<file path="config.mk">
export PLATFORM = sky130hd
export DESIGN_NAME = quadrature_generator_flat
export DESIGN_NICKNAME = d
export VERILOG_FILES = /design/src/rtl/quadrature_generator_if.sv /design/src/rtl/quadrature_generator.sv /design/src/flat_wrapper.sv
export SDC_FILE = /design/constraint.sdc
export NUM_CORES = 1
export LEC_CHECK = 0
export BUFFER_PORTS_ARGS = -buffer_cell sky130_fd_sc_hd__buf_2
export CAP_MARGIN = 30
export CORE_ASPECT_RATIO = 2
export CORE_MARGIN = 3
export CORE_UTILIZATION = 55
export DETAILED_ROUTE_END_ITERATION = 10
export PLACE_DENSITY = 0.77
export SYNTH_ARGS = -nofsm -noshare
export SYNTH_HDL_FRONTEND = slang
export SYNTH_SLANG_ARGS = --single-unit
</file>
<file path="constraint.sdc">
create_clock -name clk -period 2.6 [get_ports clk]
set_input_delay 0.78 -clock clk [delete_from_list [all_inputs] [get_ports clk]]
set_output_delay 0.78 -clock clk [all_outputs]
set_load 0.01 [all_outputs]
</file>
<file path="src/rtl/quadrature_generator_if.sv">
// quadrature_generator_if: command and encoder-output bundle for quadrature_generator.
// The detent output exists only when QUAD_DETENT_EN is defined.
interface quadrature_generator_if #(parameter int COUNT_W = 8, PERIOD_W = 16, POS_W = 7);
    logic               cmd_valid;
    logic               cmd_ready;
    logic               cmd_dir;
    logic [COUNT_W-1:0] cmd_count;
    logic [PERIOD_W-1:0] cfg_period;
    logic               abort;
    logic               A;
    logic               B;
    logic               busy;
    logic               done;
    logic [POS_W-1:0]   position;
`ifdef QUAD_DETENT_EN
    logic [POS_W-3:0]   detent;
    modport master (output cmd_valid, cmd_dir, cmd_count, cfg_period, abort,
                    input cmd_ready, A, B, busy, done, position, detent);
    modport slave (input cmd_valid, cmd_dir, cmd_count, cfg_period, abort,
                   output cmd_ready, A, B, busy, done, position, detent);
`else
    modport master (output cmd_valid, cmd_dir, cmd_count, cfg_period, abort,
                    input cmd_ready, A, B, busy, done, position);
    modport slave (input cmd_valid, cmd_dir, cmd_count, cfg_period, abort,
                   output cmd_ready, A, B, busy, done, position);
`endif
endinterface

</file>
<file path="src/rtl/quadrature_generator.sv">
// quadrature_generator: emits N Gray-coded A/B edges per command at a programmable spacing and tracks position.
// QUAD_DETENT_EN: cmd_count is in detents (4 edges each) and a detent output (position >> 2) is added.
module quadrature_generator #(
    parameter int COUNT_W  = 8,
    parameter int PERIOD_W = 16,
    parameter int POS_W    = 7
) (
    input logic clk,
    input logic reset,
    quadrature_generator_if.slave q
);
`ifdef QUAD_DETENT_EN
    localparam int REM_W = COUNT_W + 2;
    logic [REM_W-1:0] load_rem;
    assign load_rem = {q.cmd_count, 2'b00};
    assign q.detent = q.position[POS_W-1:2];
`else
    localparam int REM_W = COUNT_W;
    logic [REM_W-1:0] load_rem;
    assign load_rem = q.cmd_count;
`endif
    typedef enum logic {IDLE, RUN} state_t;
    state_t state;
    logic dir;
    logic [REM_W-1:0] remaining;
    logic [PERIOD_W-1:0] period, timer, p_ld;
    logic [1:0] idx, idx_nxt;
    // phase index recovered from the A/B registers themselves: 00,01,11,10 -> 0..3
    assign idx = {q.A, q.A ^ q.B};
    assign idx_nxt = dir ? idx + 2'd1 : idx - 2'd1;
    assign p_ld = q.cfg_period == '0 ? PERIOD_W'(1) : q.cfg_period;
    assign q.cmd_ready = ~q.busy;
    always_ff @(posedge clk) begin
        if (reset) begin
            state      <= IDLE;
            q.A        <= 1'b0;
            q.B        <= 1'b0;
            q.position <= '0;
            q.busy     <= 1'b0;
            q.done     <= 1'b0;
            dir        <= 1'b0;
            remaining  <= '0;
            period     <= '0;
            timer      <= '0;
        end else begin
            q.done <= 1'b0;
            if (state == IDLE) begin
                if (q.cmd_valid && !q.abort) begin
                    state     <= RUN;
                    q.busy    <= 1'b1;
                    dir       <= q.cmd_dir;
                    remaining <= load_rem;
                    period    <= p_ld;
                    timer     <= p_ld;
                end
            end else if (q.abort) begin
                state  <= IDLE;
                q.busy <= 1'b0;
            end else if (remaining == '0) begin
                state  <= IDLE;
                q.busy <= 1'b0;
                q.done <= 1'b1;
            end else if (timer == PERIOD_W'(1)) begin
                q.A        <= idx_nxt[1];
                q.B        <= idx_nxt[1] ^ idx_nxt[0];
                q.position <= dir ? q.position + POS_W'(1) : q.position - POS_W'(1);
                remaining  <= remaining - REM_W'(1);
                timer      <= period;
                if (remaining == REM_W'(1)) begin
                    state  <= IDLE;
                    q.busy <= 1'b0;
                    q.done <= 1'b1;
                end
            end else begin
                timer <= timer - PERIOD_W'(1);
            end
        end
    end
endmodule
</file>
<file path="src/flat_wrapper.sv">
// flat-port wrapper written by rule: the top's interface ports become plain ports
module quadrature_generator_flat 
#(
    parameter int COUNT_W  = 8,
    parameter int PERIOD_W = 16,
    parameter int POS_W    = 7
)
  (clk, reset, q_cmd_valid, q_cmd_dir, q_cmd_count, q_cfg_period, q_abort, q_cmd_ready, q_A, q_B, q_busy, q_done, q_position);
  quadrature_generator_if #(.COUNT_W(COUNT_W), .PERIOD_W(PERIOD_W), .POS_W(POS_W)) q_i ();
  input logic clk;
  input logic reset;
  input wire logic [$bits(q_i.cmd_valid)-1:0] q_cmd_valid;
  input wire logic [$bits(q_i.cmd_dir)-1:0] q_cmd_dir;
  input wire logic [$bits(q_i.cmd_count)-1:0] q_cmd_count;
  input wire logic [$bits(q_i.cfg_period)-1:0] q_cfg_period;
  input wire logic [$bits(q_i.abort)-1:0] q_abort;
  output wire logic [$bits(q_i.cmd_ready)-1:0] q_cmd_ready;
  output wire logic [$bits(q_i.A)-1:0] q_A;
  output wire logic [$bits(q_i.B)-1:0] q_B;
  output wire logic [$bits(q_i.busy)-1:0] q_busy;
  output wire logic [$bits(q_i.done)-1:0] q_done;
  output wire logic [$bits(q_i.position)-1:0] q_position;
  assign q_i.cmd_valid = q_cmd_valid;
  assign q_i.cmd_dir = q_cmd_dir;
  assign q_i.cmd_count = q_cmd_count;
  assign q_i.cfg_period = q_cfg_period;
  assign q_i.abort = q_abort;
  assign q_cmd_ready = q_i.cmd_ready;
  assign q_A = q_i.A;
  assign q_B = q_i.B;
  assign q_busy = q_i.busy;
  assign q_done = q_i.done;
  assign q_position = q_i.position;
  quadrature_generator #(.COUNT_W(COUNT_W), .PERIOD_W(PERIOD_W), .POS_W(POS_W)) u_core (.clk(clk), .reset(reset), .q(q_i));
endmodule
</file>
==> results, run 1 <==
- The post-detailed-route count of antenna-violating nets is 0.
- The final weighted congestion in routability-driven placement is ~0.90.
- The number of buffers created by CTS is 5.
- Entering global routing, the biggest net connects 28 pins.
- The global routing met1 resource utilization is between 20% and 30%.
- The part of the total power dissipated in combinational logic is 25.1%.
- The most heavily used metal layer in global routing is met2.
- For the worst setup path, the data required time is roughly 2.8 ns.
- The sum of negative setup slack is 0 ns.
- The die is around 110 microns tall.
- In the routed design, unresolved DRC markers number 0.
- In this run the deepest clock path goes through 2 buffers.
- The net count of the finished layout is between 400 and 500.
- After detailed routing, the average wire length per cell comes to 18.4 microns.
- The floorplan has 38 rows.
- The share of cells above drive strength 1 is 18.3%.
- Counting every sink on the clock net gives 53.
- The total iterations of the first detailed-routing run is 8.
- Registers are responsible for 50.1% of the overall power.
- The initial detailed-routing violation count is roughly 170.
- The synthesized-area fraction occupied by adder cells is 4.52%.
- The simple-gate share of the synthesized area is a little under a quarter.
- The switching share of power is around a third.
- The netlist area before placement is between 3000 and 4000 sq um.
- The number of global-route vias before repair came to about 3,200.
- Of all nets on the critical path, the largest fanout is 7.
- The arrival time reported for the critical path endpoint is ~2.5 ns.
- In this run the power spent charging and discharging nets is ~0.61 mW.
- Global routing used between 50% and 60% of the available met2 tracks.
- The number of enable flip-flop cells after synthesis is 0.
- Including well taps, the total number of placed cells is 484.
- The number of distinct library cells after synthesis is 65.
- The routed wire length is around 9000 microns.
- The global-route congestion overflow total is 0.
- The post-route total power is 1.85 mW.
- The parity-gate share of the synthesized area counting xor and xnor cells is under 10%.
- The root buffer cell chosen for the clock tree is clkbuf_8.
- In this run the post-CTS setup repair buffer count came out at 0.
- The number of top-level pins is 41.
- VDD sags by at most about 0.63 mV.
- Setup repair after global routing left no endpoint under its margin.
- For this run, the register share of the synthesized area comes to around a third.
- The TritonCTS clock tree is yes.
- For this run, the slowest stage of the critical path takes roughly 0.45 ns.
- 0 antenna diodes ended up in the layout.
- The H-tree was split into 2 levels.
- The count of mapped cells out of synthesis is ~400.
- After synthesis, the share of flip-flops with an asynchronous set or reset is 0%.
- The shortest clock period the worst path allows after layout is between 2 and 2.5 ns.
- The slowest library cell on the worst path is fa_1.
- Across the routed clock network, the largest skew measured is approximately 0.0074 ns.
- Traced cell by cell, the critical path runs through inv_1, fa_1, a211oi_1, o21bai_1, a21oi_1, mux2i_1, mux2_1.
- Based on the critical path, the design can be clocked at up to ~450 MHz.
- The latest clock arrival within the worst-skew pair is roughly 0.32 ns.
- The number of gates resized after CTS was 0.
- Across every metal layer, demand over resource in global routing totals between 20 and 30%.
- The nature of the critical path startpoint is a flip-flop.
- From synthesis to final layout, the design area changed by 10.1%.
- By area, the combinational part of the netlist is dominated by compound AO/OA/AOI/OAI gates.
- The final setup violation count is 0.
- The number of port buffers is 40.
- The number of filler cells placed in the layout is approximately 520.
- The global routing usage on met3 is ~4%.
- The number of nets produced by synthesis is between 400 and 500.
- The clock network accounts for 24.8% of the total power.
- The multiplexer share of the synthesized area is 1.91%.
- The effective utilization at floorplan is just under 60%.
- After clock tree synthesis, the clock-pin slew on the worst setup and hold paths is approximately 0.09 ns.
- The fraction of the mapped netlist area in compound gates is 27.5%.
- The worst setup path is captured at a flip-flop.
- The headroom to the max-slew limit is between 50 and 60%.
- The warning count from the yosys run is 0.
- The first global-routing pass estimated roughly 15,000 microns of wire.
- The tightest min-delay check is of the flip-flop to flip-flop type.
- Using the TritonRoute via totals, the vias-per-cell ratio works out to between 6 and 7.
- The leakage dissipation is approximately 1.3 nW.
- The max-slew violation total from the final report is 0.
- The tool flagged a number of max-cap violations equal to 0.
- At the pin with the least slew margin, the transition time is slightly below 0.7 ns.
- The total via count after detailed routing is 3,203.
- The total area inside the core boundary comes to around 5600 sq um.
- The die outline area is between 6000 and 7000 sq um.
- The cell internal power dissipation is 1.23 mW.
- In this run the power density over the cells is around 520 nW/um^2.
- The final count of hold timing violations is 0.
- Once detailed placement completed, the half-perimeter wirelength came to 6720 microns.
- The initial antenna violation count is 0.
- The post-synthesis area per instance is slightly above 8 sq um.
- The final standard cell count with taps included and fillers excluded is 492.
- Measured along the x axis, the die boundary spans 60.0 microns.
- After synthesis the netlist holds a flip-flop and latch count of between 50 and 60.
- The flow ran to the end, and the final reports show no timing, DRC or antenna violations.
- The worst path uses between 80% and 90% of the clock period.
- The dominant synthesized flop cell is dfxtp_1.
- The worst setup path is of the flip-flop to flip-flop kind.
- The number of hold buffers added after CTS is 0.
- Measured on the finished design, the core utilization comes to 63.6%.
- The library cells used most frequently in the layout, excluding fill and tap cells, are nand2_1, dfxtp_1, a21oi_1, buf_2, nor2_1.
-- layout make-up --
type	instances	area, sq um	share of cell area (%)
sequential	53	1060	30.0
clock buffer	8	80.1	2.26
multi-input combinational	302	1960	55.3
timing repair buffer	55	313	8.84
inverter	14	52.6	1.49
tap	60	75.1	2.12
-- critical path: cells and delay by family (launching register included) --
family	cells	cell delay [ns]
buffers and inverters	1	0.18
DFF	1	0.42
muxes	2	0.55
AOI/OAI and AO/OA	3	0.53
adders and majority gates	1	0.45
-- cell families (layout without fill, tap and decap cells) --
group / count (synthesis) / after routing
flip-flops: 53 / 53
AO/OA/AOI/OAI: 129 / 129
XOR/XNOR: 14 / 14
buffers and inverters: 41 / 77
multiplexers: 6 / 6
AND/OR/NAND/NOR: 142 / 142
adder cells (fa/ha/maj): 11 / 11
-- power groups by stage --
stage / clock, mW / combinational, mW / sequential (mW)
after detailed placement: 0 / 0.457 / 0.942
after floorplan: 0 / 0.343 / 0.925
after global placement: 0 / 0.447 / 0.940
after global routing: 0.502 / 0.512 / 0.930
final: 0.457 / 0.463 / 0.925
after CTS: 0.466 / 0.460 / 0.923
-- layer usage --
metal	routed length (microns)	vias to the layer above	share of wire [%]
li1	-	1532	-
met4	434	0	4.8
met3	374	30	4.1
met1	3140	1539	35
met5	0	-	0
met2	5090	102	56
-- state kept, by name, summed over array words and instances, names as in the netlist --
signal             count
u_core.dir             1
u_core.period         16
u_core.q.A             1
u_core.q.B             1
u_core.q.busy          1
u_core.q.done          1
u_core.q.position      7
u_core.remaining       8
u_core.state           1
u_core.timer          16
-- synth_stat cells (6+ instances only) --
cell	number	area (sq um)
nor2b_1	6	37.5
nand2_1	53	199
nor3_1	13	65.1
dfxtp_1	53	1060
a21oi_1	42	210
nor2_1	23	86.3
inv_1	14	52.6
nand4_1	7	43.8
o21ai_0	21	105
xnor2_1	12	105
ha_1	10	125
nor4_1	8	50.1
o211ai_1	11	82.6
nand3_1	8	40.0
clkbuf_1	18	67.6
-- worst paths after layout --
kind                      from              endpoint  slack [ns]  depth (start not counted)
max                 u_core.dir  u_core.q.position[6]        0.35                          7
min          u_core.period[10]     u_core.period[10]        0.47                          2
max reg2reg         u_core.dir  u_core.q.position[6]        0.35                          7
min reg2reg  u_core.period[10]     u_core.period[10]        0.47                          2
-- per-stage QoR --
stage / worst slack [ns] / hold WS [ns] / area (sq um)
6_report: 0.354 / 0.465 / 3540
5_1_grt: 0.227 / 0.492 / 3540
4_1_cts: 0.335 / 0.464 / 3540
3_5_place_dp: 0.346 / 0.452 / 3460
3_3_place_gp: 0.425 / 0.443 / 3460
2_1_floorplan: 0.513 / 0.436 / 3210
Power figures use the tool's default switching activity.
==> run 2: changes to the inputs <==
--- a/config.mk
+++ b/config.mk
@@ -5,6 +5,7 @@
 export SDC_FILE = /design/constraint.sdc
 export NUM_CORES = 1
 export LEC_CHECK = 0
+export ABC_AREA = 1
 export BUFFER_PORTS_ARGS = -buffer_cell sky130_fd_sc_hd__buf_2
 export CAP_MARGIN = 30
 export CORE_ASPECT_RATIO = 2
==> results, run 2 <==
- The most common cell after layout, fill and taps aside is nand2_1.
- In the post-synthesis netlist, the cell with the most instances is nand2_1.
- The netlist area before placement came to 3290 sq um (was 3210 sq um).
- The total iterations of the first detailed-routing run came to 5 (was 8).
- The number of enable flip-flop cells after synthesis is 0 (unchanged).
- The total via count after detailed routing is 3,337 (was 3,203).
- The fmax is 459 MHz (was 445 MHz).
- The initial antenna violation count was 0 (unchanged).
- The die height is 115 microns (was 114 microns).
- The share of cells above drive strength 1 is 14.2% (was 18.3%).
- The number of buffers created by CTS is 5 (unchanged).
- The shortest clock period the worst path allows after layout is 2.18 ns (was 2.25 ns).
- Registers with the most flip-flops: u_core.period x16, u_core.timer x16, u_core.remaining x8 (unchanged).
- The sum of negative setup slack is 0 ns (unchanged).
- The leakage dissipation is 1.78 nW (was 1.34 nW).
- The final weighted congestion in routability-driven placement was 0.932 (was 0.902).
- The area added between synthesis and finish is 11.9% (was 10.1%).
- Result of the run: finished clean (unchanged).
- The power density over the cells is 623 nW/um^2 (was 521 nW/um^2).
- The critical path class was flip-flop to flip-flop (unchanged).
- The number of instances resized during post-cts repair was 0 (unchanged).
- The data required time of the worst path is 2.79 ns (was 2.81 ns).
- The count of mapped cells out of synthesis came to 495 (was 396).
- The number of port buffers is 40 (unchanged).
- The die span in x is 60.7 microns (was 60.0 microns).
- The startpoint of the worst register-to-register path is u_core.timer[1] (was u_core.dir).
- The parity-gate share of the synthesized area counting xor and xnor cells is 2.13% (was 3.82%).
- The post-synthesis sequential area ratio is 32.2% (was 33.0%).
- The slew of the pin with the lowest slew margin is 0.640 ns (was 0.681 ns).
- The post-detailed-route count of antenna-violating nets is 0 (unchanged).
- The post-route clock period utilization was 83.8% (was 86.4%).
- The worst reg-to-reg setup slack is 0.42 ns (was 0.35 ns).
- The count of clock tree sinks is 53 (unchanged).
- The total placed cells including tap cells is 580 (was 484).
- The cell area after placement is 3490 sq um (was 3460 sq um).
- The post-synthesis area per instance is 6.65 sq um (was 8.11 sq um).
- The DRC violations left is 0 (unchanged).
- The detailed-route wire length per cell is 14.6 microns (was 18.4 microns).
- The headroom to the max-slew limit is 57.2% (was 54.2%).
- Commonest cells in the synthesized netlist: nand2_1, nor2_1, dfxtp_1, inv_1, o21ai_0 (was dfxtp_1, nand2_1, a21oi_1).
- The die outline area was 7010 sq um (was 6850 sq um).
- The number of nets at the end of the flow is 566 (was 471).
- The maximum root-to-sink buffer count is 2 (unchanged).
- The maximum VDD drop is 0.517 mV (was 0.633 mV).
- The number of placement rows is 39 (was 38).
- The startpoint of the worst setup timing path is u_core.timer[1] (was u_core.dir).
- The number of vias per cell is 5.68 (was 6.51).
- The warning count from the yosys run is 0 (unchanged).
- The worst hold-check slack is 0.471 ns (was 0.465 ns).
- The final design area excluding fillers is 3680 sq um (was 3540 sq um).
- Cell types occupying the most area after synthesis: dfxtp_1, nand2_1, o21ai_0 (was dfxtp_1, a21oi_1, nand2_1).
- The synthesized-area fraction occupied by adder cells came to 4.41% (was 4.52%).
- The simple-gate share of the synthesized area was 30.3% (was 23.1%).
- The initial detailed-routing violation count is 166 (was 167).
- The number of nets produced by synthesis is 535 (was 436).
- The max-slew violation total from the final report is 0 (unchanged).
- The largest fanout of any net on the critical path is 22 (was 7).
- The max capacitance violation total is 0 (unchanged).
- The end of the critical path was u_core.q.position[5] (was u_core.q.position[6]).
- The clock-pin slew of the registers on the worst-case setup and hold paths is 0.07 ns (was 0.09 ns).
- The largest family of logic cells by synthesized area is simple AND/OR/NAND/NOR gates (was compound AO/OA/AOI/OAI gates).
- The endpoint of the lowest-slack register-to-register path is u_core.q.position[5] (was u_core.q.position[6]).
- The effective utilization at floorplan is 57.2% (was 57.8%).
- The final setup violation count came to 0 (unchanged).
- Unrepaired setup endpoints after global routing: false (unchanged).
- The wire length of the first global-routing pass is 14,000 microns (was 14,800 microns).
- The number of synthesized register bits came to 53 (unchanged).
- The core area is 5760 sq um (was 5560 sq um).
- The final count of hold timing violations came to 0 (unchanged).
- The top-area cell type share of the netlist area came to 32.2% (was 33.0%).
- The routed wire length came to 8600 microns (was 9040 microns).
- The global-route congestion overflow total is 0 (unchanged).
- The post-CTS setup-driven buffer insertion count was 0 (unchanged).
- The TritonCTS clock tree was yes (unchanged).
- The global-route usage over all layers was 26.0% (was 28.4%).
- The worst clock skew is 0.00401 ns (was 0.00740 ns).
- The depth of the most critical reg-to-reg path is 9 (was 7).
- The dominant cell type by area after synthesis is dfxtp_1 (unchanged).
- The type of destination of the critical path was a flip-flop (unchanged).
- The HPWL reported at the end of detailed placement was 6370 microns (was 6720 microns).
- The number of global-route vias before repair is 3,074 (was 3,181).
- The dominant synthesized flop cell is dfxtp_1 (unchanged).
- The multiplexer share of the synthesized area was 0.304% (was 1.91%).
- The fraction of the mapped netlist area in compound gates is 20.9% (was 27.5%).
- The worst hold path class is flip-flop to flip-flop (unchanged).
- The share of flip-flops with an asynchronous set or reset is 0% (unchanged).
- The nature of the critical path startpoint is a flip-flop (unchanged).
- The number of antenna repair diodes was 0 (unchanged).
- The largest net degree at the start of global routing came to 42 (was 28).
- The number of filler cells placed in the layout is 543 (was 524).
- The number of top-level pins is 41 (unchanged).
- The cell chosen for the clock root is clkbuf_16 (was clkbuf_8).
- Commonest cells after routing, fill and taps aside: nand2_1, nor2_1, inv_1, dfxtp_1, o21ai_0 (was nand2_1, dfxtp_1, a21oi_1, buf_2, nor2_1).
- The number of distinct library cells after synthesis is 38 (was 65).
- The arrival time reported for the critical path endpoint is 2.37 ns (was 2.46 ns).
- The final standard cell count with taps included and fillers excluded is 588 (was 492).
- The latest clock arrival within the worst-skew pair is 0.30 ns (was 0.32 ns).
- The number of hold buffers added after CTS is 0 (unchanged).
- The CTS H-tree depth was 2 (unchanged).
- The post-route total power is 2.29 mW (was 1.85 mW).
## run 2: cell types whose count changed in the layout (fill, tap and decap cells not counted), moves of 10 or more
cell / before / now
o21ai_0: 21 / 51
nand2_1: 53 / 98
nand3_1: 8 / 37
nor3_1: 13 / 1
buf_4: 15 / 5
nor2_1: 23 / 59
a22oi_1: 0 / 14
inv_1: 14 / 53
## run 2: metrics by stage
stage / setup WS [ns] / util (%)
floorplan: 0.916 / -
global placement: 0.490 / 60.7
detailed placement: 0.467 / 60.7
CTS: 0.447 / 64.0
global route: 0.200 / 64.0
finish: 0.421 / 64.0
## run 2: worst min-delay path by stage
stage | startpoint | end | slack [ns] | depth (start not counted)
after floorplan | u_core.period[11] | u_core.period[11] | 0.43 | 2
after global routing | u_core.period[11] | u_core.period[11] | 0.48 | 2
after global placement | u_core.period[11] | u_core.period[11] | 0.45 | 2
after CTS | u_core.period[8] | u_core.period[8] | 0.47 | 2
after detailed placement | u_core.period[8] | u_core.period[8] | 0.46 | 2
final | u_core.period[8] | u_core.period[8] | 0.47 | 2
## run 2: kinds of logic (layout without fill, tap and decap cells)
family | after synthesis | in the layout
XOR/XNOR | 8 | 8
AO/OA/AOI/OAI | 122 | 122
buffers and inverters | 76 | 108
multiplexers | 1 | 1
adder cells (fa/ha/maj) | 11 | 11
flip-flops | 53 | 53
AND/OR/NAND/NOR | 224 | 224
## run 2: layout make-up
cell class                      count  area [sq um]  area share (%)
Clock inverter                      3          65.1            1.77
Sequential cell                    53          1060            28.8
Timing Repair Buffer               45           238            6.45
Multi-Input combinational cell    366          1910            51.9
Tap cell                           61          76.3            2.07
Clock buffer                        5           125            3.40
Inverter                           55           209            5.67
## run 2: layer usage
layer | GRT usage, % | routed length (microns) | vias to the layer above
met5 | 0 | 0 | -
met4 | 12.9 | 365 | 0
met3 | 4.46 | 338 | 29
met2 | 45.3 | 4670 | 89
met1 | 29.1 | 3230 | 1527
li1 | - | - | 1692
## run 2: critical path, cell delays in order, from the launching register on
cell,delay (ns)
dfxtp_1,0.32
inv_1,0.12
ha_1,0.19
nand3_1,0.08
nor2_1,0.22
nand2_2,0.35
nor2_4,0.42
inv_1,0.15
nor2_1,0.16
a21oi_2,0.07
## run 2: power breakdown
part / total (mW) / internal [mW] / switching (mW)
registers: 0.915 / 0.868 / 0.0467
logic: 0.524 / 0.183 / 0.341
clock network: 0.856 / 0.550 / 0.306
